`src/rtl/pipe_ctrl_pkg.sv`:
```
// Shared pipeline-control encodings for the 5-stage MIPS core.
// Hazard controller state values are fixed so debug tools can decode them.
package pipe_ctrl_pkg;

    localparam int NB_REG_DFLT = 5;

    typedef enum logic [1:0] {
        S_RUN     = 2'd0,
        S_LDSTALL = 2'd1,
        S_HALTED  = 2'd2
    } hz_state_t;

endpackage

```
`src/rtl/hazard_ctrl_unit.sv`:
```
// Pipeline hazard controller: load-use bubbles, memory-wait freeze, sticky halt,
// branch/jump flushes and a saturating stall-cycle counter for the debug unit.
module hazard_ctrl_unit
    import pipe_ctrl_pkg::*;
#(
    parameter int NB_REG          = NB_REG_DFLT,
    parameter int LOAD_USE_CYCLES = 1,
    parameter int NB_CNT          = 16
) (
    input  logic              i_clk,
    input  logic              i_reset,
    input  logic              i_branch_taken,
    input  logic              i_EX_jump,
    input  logic              i_MEM_jump,
    input  logic              i_WB_halt,
    input  logic              i_mem_ready,
    input  logic              i_ID_EX_mem_read,
    input  logic [NB_REG-1:0] i_ID_EX_rt,
    input  logic [NB_REG-1:0] i_IF_ID_rs,
    input  logic [NB_REG-1:0] i_IF_ID_rt,
    input  logic              i_IF_ID_uses_rt,
    output logic              o_enable_pc,
    output logic              o_enable_IF_ID,
    output logic              o_enable_ID_EX,
    output logic              o_flush_IF,
    output logic              o_flush_ID,
    output logic              o_flush_EX,
    output logic              o_halted,
    output logic [NB_CNT-1:0] o_stall_cycles
);

    if (LOAD_USE_CYCLES < 1 || LOAD_USE_CYCLES > 7) begin : g_bad_luc
        $error("hazard_ctrl_unit: LOAD_USE_CYCLES must be in 1..7");
    end

    localparam logic [2:0] LD_RELOAD = 3'(LOAD_USE_CYCLES - 1);

    hz_state_t         state_q, state_d;
    logic [2:0]        ld_cnt_q, ld_cnt_d;
    logic [NB_CNT-1:0] stall_q, stall_d;
    logic              ld_hit;

    // $zero never carries a real dependency; rt only matters if ID actually reads it
    assign ld_hit = i_ID_EX_mem_read && (i_ID_EX_rt != '0) &&
                    ((i_ID_EX_rt == i_IF_ID_rs) ||
                     (i_IF_ID_uses_rt && (i_ID_EX_rt == i_IF_ID_rt)));

    always_ff @(posedge i_clk) begin
        if (i_reset) begin
            state_q  <= S_RUN;
            ld_cnt_q <= '0;
            stall_q  <= '0;
        end else begin
            state_q  <= state_d;
            ld_cnt_q <= ld_cnt_d;
            stall_q  <= stall_d;
        end
    end

    always_comb begin
        state_d        = state_q;
        ld_cnt_d       = ld_cnt_q;
        o_enable_pc    = 1'b1;
        o_enable_IF_ID = 1'b1;
        o_enable_ID_EX = 1'b1;
        o_flush_IF     = 1'b0;
        o_flush_ID     = 1'b0;
        o_flush_EX     = 1'b0;
        o_halted       = 1'b0;
        if (i_reset) begin
            state_d  = S_RUN;
            ld_cnt_d = '0;
        end else if (state_q == S_HALTED) begin
            o_enable_pc    = 1'b0;
            o_enable_IF_ID = 1'b0;
            o_enable_ID_EX = 1'b0;
            o_flush_IF     = 1'b1;
            o_flush_ID     = 1'b1;
            o_flush_EX     = 1'b1;
            o_halted       = 1'b1;
        end else if (!i_mem_ready) begin
            // freeze: nothing moves, state and bubble count hold
            o_enable_pc    = 1'b0;
            o_enable_IF_ID = 1'b0;
            o_enable_ID_EX = 1'b0;
        end else if (i_WB_halt) begin
            o_flush_IF = 1'b1;
            o_flush_ID = 1'b1;
            o_flush_EX = 1'b1;
            state_d    = S_HALTED;
            ld_cnt_d   = '0;
        end else if (i_branch_taken) begin
            o_flush_IF = 1'b1;
            o_flush_ID = 1'b1;
            o_flush_EX = 1'b1;
            state_d    = S_RUN;
            ld_cnt_d   = '0;
        end else if (i_EX_jump || i_MEM_jump) begin
            o_flush_ID = 1'b1;
            state_d    = S_RUN;
            ld_cnt_d   = '0;
        end else if (state_q == S_LDSTALL) begin
            o_enable_pc    = 1'b0;
            o_enable_IF_ID = 1'b0;
            o_flush_ID     = 1'b1;
            ld_cnt_d       = ld_cnt_q - 3'd1;
            if (ld_cnt_q == 3'd1) state_d = S_RUN;
        end else if (ld_hit) begin
            o_enable_pc    = 1'b0;
            o_enable_IF_ID = 1'b0;
            o_flush_ID     = 1'b1;
            if (LOAD_USE_CYCLES > 1) begin
                state_d  = S_LDSTALL;
                ld_cnt_d = LD_RELOAD;
            end
        end
    end

    always_comb begin
        stall_d = stall_q;
        if (!o_enable_pc && !(&stall_q)) stall_d = stall_q + 1'b1;
    end

    assign o_stall_cycles = stall_q;

endmodule
```
`config.mk`:
```
export PLATFORM = sky130hd
export DESIGN_NAME = hazard_ctrl_unit
export DESIGN_NICKNAME = d
export VERILOG_FILES = /design/src/rtl/pipe_ctrl_pkg.sv /design/src/rtl/hazard_ctrl_unit.sv
export SDC_FILE = /design/constraint.sdc
export NUM_CORES = 1
export LEC_CHECK = 0
export BUFFER_PORTS_ARGS = -buffer_cell sky130_fd_sc_hd__buf_2
export CELL_PAD_IN_SITES_DETAIL_PLACEMENT = 1
export CELL_PAD_IN_SITES_GLOBAL_PLACEMENT = 1
export CORE_MARGIN = 3
export CORE_UTILIZATION = 28
export DETAILED_ROUTE_END_ITERATION = 8
export PLACE_DENSITY = 0.79
export SYNTH_ARGS = -nofsm -noshare
export SYNTH_HDL_FRONTEND = slang
export SYNTH_SLANG_ARGS = --single-unit
```
`constraint.sdc`:
```
create_clock -name i_clk -period 2.23 [get_ports i_clk]
set_input_delay 0.446 -clock i_clk [delete_from_list [all_inputs] [get_ports i_clk]]
set_output_delay 0.446 -clock i_clk [all_outputs]
set_load 0.01 [all_outputs]
```
### After elaboration in Yosys (flattened, before gate mapping)

Index checks and enable logic that the tools add are counted.

| word-level totals | value |
|---|---|
| input bits | 24 |
| word-level logic and storage cells | 60 |
| output and inout bits | 23 |
| register bits | 21 |

| cells by class | value |
|---|---|
| bitwise logic cells | 1 |
| add/sub/neg operators | 2 |
| eq/ne operators | 5 |
| multiplexer cells | 35 |
| reductions and logical operators | 14 |

Operator list:

| operator | number |
|---|---|
| two-way mux 1 bit | 26 |
| adder 16 x 1 -> 16 bit (second input constant) | 1 |
| AND reduction 16 bit | 1 |
| two-way mux 3 bit | 4 |
| == test 5 bit | 2 |
| two-way mux 2 bit | 5 |
| nonzero test 4 bit | 2 |
| nonzero test 5 bit | 1 |
| logical AND 1 bit | 4 |
| AND reduction 4 bit | 1 |
| == test 3 x 1 -> 1 bit (second input constant) | 1 |
| AND reduction 3 bit | 1 |
| subtractor 3 x 1 -> 3 bit (second input constant) | 1 |
| == test 2 x 1 -> 1 bit (second input constant) | 1 |
| == test 2 bit (second input constant) | 1 |
| logical NOT 1 bit | 2 |
| logical OR 1 bit | 2 |
| NOT 1 bit | 1 |

### Longest topological paths before layout

| logic depth | value |
|---|---|
| word-level depth | 14 |
| gate-level depth with buffers | 8 |
| mapped depth without buffers | 7 |

### Least setup slack after synthesis

OpenSTA, ideal clock, no wires.

| timing | value |
|---|---|
| kind | input to output |
| start | in i_ID_EX_rt[1] |
| end | out o_enable_pc |
| arrival time | 1,980 ps |
| stages on the path | 5 |
| slack | -196 ps |
| path buffers | 1 |
| cell sequence | or4_1 o21ai_0 nor2_1 a21boi_0 buf_4 |

| between the ends | value |
|---|---|
| cells in the longest elaborated chain, start to end | 12 |

RTL lines:

| item | line | source |
|---|---|---|
| from (decl) | hazard_ctrl_unit.sv:18 | `input logic [NB_REG-1:0] i_ID_EX_rt,` |
| == test 5 bit | hazard_ctrl_unit.sv:46 | `(i_IF_ID_uses_rt && (i_ID_EX_rt == i_IF_ID_rt)));` |
| logical AND 1 bit | hazard_ctrl_unit.sv:46 |  |
| logical OR 1 bit | hazard_ctrl_unit.sv:45 | `((i_ID_EX_rt == i_IF_ID_rs) \|\|` |
| logical AND 1 bit (*) | hazard_ctrl_unit.sv:44 | `assign ld_hit = i_ID_EX_mem_read && (i_ID_EX_rt != '0) &&` |
| two-way mux 1 bit (*) (8 in a row) | -- |  |
| to (decl) | hazard_ctrl_unit.sv:22 | `output logic o_enable_pc,` |

Mark *: on every way between the ends. The rest lies on a longest branch, timed or not.

### Worst setup path after layout

| timing | value |
|---|---|
| start | in i_WB_halt |
| end | reg stall_q[15] (netlist: o_stall_cycles[15]) |

| between the ends | value |
|---|---|
| cells in the longest elaborated chain, start to end | 6 |

RTL lines:

| item | line | source |
|---|---|---|
| from (decl) | hazard_ctrl_unit.sv:15 | `input logic i_WB_halt,` |
| two-way mux 1 bit | hazard_ctrl_unit.sv:86 | `end else if (i_WB_halt) begin` |
| two-way mux 1 bit | hazard_ctrl_unit.sv:81 | `end else if (!i_mem_ready) begin` |
| two-way mux 1 bit | hazard_ctrl_unit.sv:73 | `end else if (state_q == S_HALTED) begin` |
| two-way mux 1 bit | hazard_ctrl_unit.sv:70 | `if (i_reset) begin` |
| logical NOT 1 bit | hazard_ctrl_unit.sv:121 | `if (!o_enable_pc && !(&stall_q)) stall_d = stall_q + 1'b1;` |
| logical AND 1 bit | hazard_ctrl_unit.sv:121 |  |
| to (signal assigned) | hazard_ctrl_unit.sv:56 | `stall_q <= stall_d;` |
| to (decl) | hazard_ctrl_unit.sv:40 | `logic [NB_CNT-1:0] stall_q, stall_d;` |

No other way between the ends.
A chain may end at the register's enable or synchronous reset.

==> results by group <==
Routing
  • M1 WL: 1250 um
  • Met2 WL: 1740 um
  • DRT Wirelength: 3230 um
  • Initial detailed-routing violation count: 58
  • Top sig layer: met4
  • Router iterations before antenna repair: 2
  • Routed vias: 1211
  • DR WL/cell: 13.5 um
  • Routed vias/inst: 5.07
  • Drt drc: 0
  • Met3 wire len: 202 um
  • DRT antenna net count: 0

Logic synthesis
  • Sequential-to-total area share from yosys stat: 0.329
  • EDFF count, synth: 0
  • Share of the synthesized area in the top cell type: 0.329
  • Avg Inst Size Synth: 7.77 sq um
  • Area leader, netlist: dfxtp_1
  • Asr flop ratio synth: 0
  • Ys Warns: 0
  • Mapped cell area: 1030 sq um
  • Top FF cell, synth: dfxtp_1
  • Synth cell types: 31
  • Flops & latches, synth: 17
  • Post-Syn Instances: 133
  • Post-Syn Nets: 158
  • Largest cells by area after synthesis: dfxtp_1 (33%), xnor2_1 (9.3%), a21oi_1 (7.3%)

Critical path
  • R2r setup slk: 0.16 ns
  • Critical Path Start: i_WB_halt
  • Worst path required time: 2.42 ns
  • Reg-to-reg startpoint: o_stall_cycles[0]$_SDFFE_PP0P_
  • CP Data Arrival Time: 2.38 ns
  • CP Launch Type: primary input
  • Worst-path fanout max: 12
  • CP Capture Type: flop
  • Worst Setup Path Type: in -> reg

Die
  • I/O pin count: 47
  • Die span in y: 66.8 um
  • Die width: 66.8 um
  • Core area: 3440 sq um
  • Area of the die: 4460 sq um
  • Row count: 21
  • Starting Density: 0.300

GRT
  • Pin count of the biggest net entering global routing: 22
  • Total global-route track usage: 0.153
  • Initial antenna violation count: 0
  • First-pass GRT wire length: 5340 um
  • Grt total ovfl: 0
  • Number of global-route vias before repair: 1264

STA
  • Slew of the pin with the lowest slew margin: 0.289 ns
  • Slew Limit Fails: 0
  • Worst Skew: 0.00576 ns
  • Minimum clock period: 2.19 ns
  • # setup viols final: 0
  • RSZ-0062 raised after global routing: true
  • Period utilization: 0.982
  • Slew margin rel.: 0.806
  • Max Freq: 457 MHz
  • Final hold viol count: 0

Placement
  • Gpl congestion: 0.788
  • Final HPWL from detailed placement: 2650 um
  • Placed Instances: 233
  • # port buffers: 46
  • Placed cell area: 1420 sq um

Job
  • Max cap viols: 0

Layout
  • Layout cell share with drive strength beyond 1: 0.399
  • NumNets Final: 219
  • Area grow syn2layout: 48.4%
  • Fin area: 1530 sq um
  • Antenna diode count: 0
  • Final std cells w/o fill: 239

CTS
  • Hold Buf Count CTS: 0
  • Clock Latency Late Sink: 0.26 ns
  • CTS sink cnt: 17
  • Htree depth: 1
  • TritonCTS clock tree: done
  • Longest Clk Path Bufs: 2
  • Clock transition at path regs: 0.07 ns
  • Total CTS buffers: 3
  • CTS root buffer: clkbuf_8

Worst hold path
  • Critical hold path startpoint: i_reset
  • Type of the tightest min-delay check: in -> reg

Power
  • Power per cell area: 449 nW/um^2
  • Pleak: 0.000613 uW
  • VDD IR-drop max: 0.154 mV

Outcome
  • Status: finished, final reports clean
repair_timing:
item | CTS | global route
pin swaps | 3 | 11
resized for setup | 4 | 9
setup buffers | 1 | 1
endpoints found under the setup margin | 3 | 12
worst max-delay path, stage by stage:
cell and delay [ns]:
buf_2 0.10, or4_1 0.54, a21o_1 0.22, a211oi_2 0.18, a21oi_2 0.10, buf_12 0.15
or4_1 0.48, a21oi_1 0.16
final cells by class:
type / instances / area, sq um
fill: 445 / 1910
clock buffer: 4 / 45.0
tap: 46 / 57.6
multi-input combinational: 107 / 692
inverter: 4 / 15.0
sequential: 17 / 340
timing repair buffer: 61 / 384
synthesized netlist by cell type (all sizes together) (4+ instances only):
| master | number |
|---|---|
| a21oi | 16 |
| nor2 | 12 |
| inv | 4 |
| nand4 | 4 |
| or3 | 8 |
| dfxtp | 17 |
| nor2b | 4 |
| xnor2 | 11 |
| nand2 | 9 |
| o31ai | 4 |
| nand3 | 6 |
| or4 | 6 |
| o21ai | 10 |
metrics by stage:
stage / setup WS (ns) / TNS, ns / power (uW) / hold slack (ns) / utilization
after detailed placement: -0.261 / -2.65 / 451 / 0.499 / 0.413
after floorplan: 0.0428 / 0 / 383 / 0.459 / -
after CTS: -0.00584 / -0.00584 / 698 / 0.393 / 0.430
final: 0.0403 / 0 / 688 / 0.402 / 0.446
after global placement: -0.197 / -1.56 / 443 / 0.473 / 0.413
after global routing: -0.0304 / -0.0535 / 731 / 0.392 / 0.446
cell usage in the layout, fill, tap and decap left out, types with 2 or more instances in the layout:
master and count:
a21oi_1 15, buf_12 2, buf_2 44, buf_4 12, buf_6 3, clkbuf_8 3, dfxtp_1 17, inv_1 4
mux2_2 2, nand2_1 9, nand3_1 6, nand4_1 4, nor2_1 11, nor2b_1 4, nor3_1 3, o21ai_0 6
o21ai_1 3, o31ai_1 4, or2_2 2, or3_1 8, or4_1 5, xnor2_1 11
metal layers:
| metal | vias up | track usage |
|---|---|---|
| li1 | 603 | - |
| met1 | 570 | 0.162 |
| met2 | 34 | 0.296 |
| met3 | 4 | 0.0287 |
| met4 | 0 | 0.0558 |
| met5 | - | 0 |
worst paths after layout:
check                                                  endpoint  cells after the start
worst max register to register  o_stall_cycles[15]$_SDFFE_PP0P_                      9
worst min register to register   o_stall_cycles[9]$_SDFFE_PP0P_                      2
worst min-delay path            o_stall_cycles[12]$_SDFFE_PP0P_                      2
worst max-delay path            o_stall_cycles[15]$_SDFFE_PP0P_                      8
flip-flops by register name (all words and copies together), names as in the netlist:
name / cells
o_stall_cycles: 16
state_q: 1
power breakdown:
part           internal, uW  total (uW)  switching (uW)
clock                   127         234             107
sequential              308         313            5.29
combinational          74.2         141            66.8
total                   509         688             179
cells by family after synthesis:
logic type	after synthesis	share of synthesized area
mux	3	0.0315
flops	17	0.329
simple gates	56	0.287
compound gates	35	0.197
fa+ha+maj	1	0.0121
buf+inv	9	0.0412
xor+xnor	12	0.102
No activity file was read; power rests on OpenSTA's default activity.
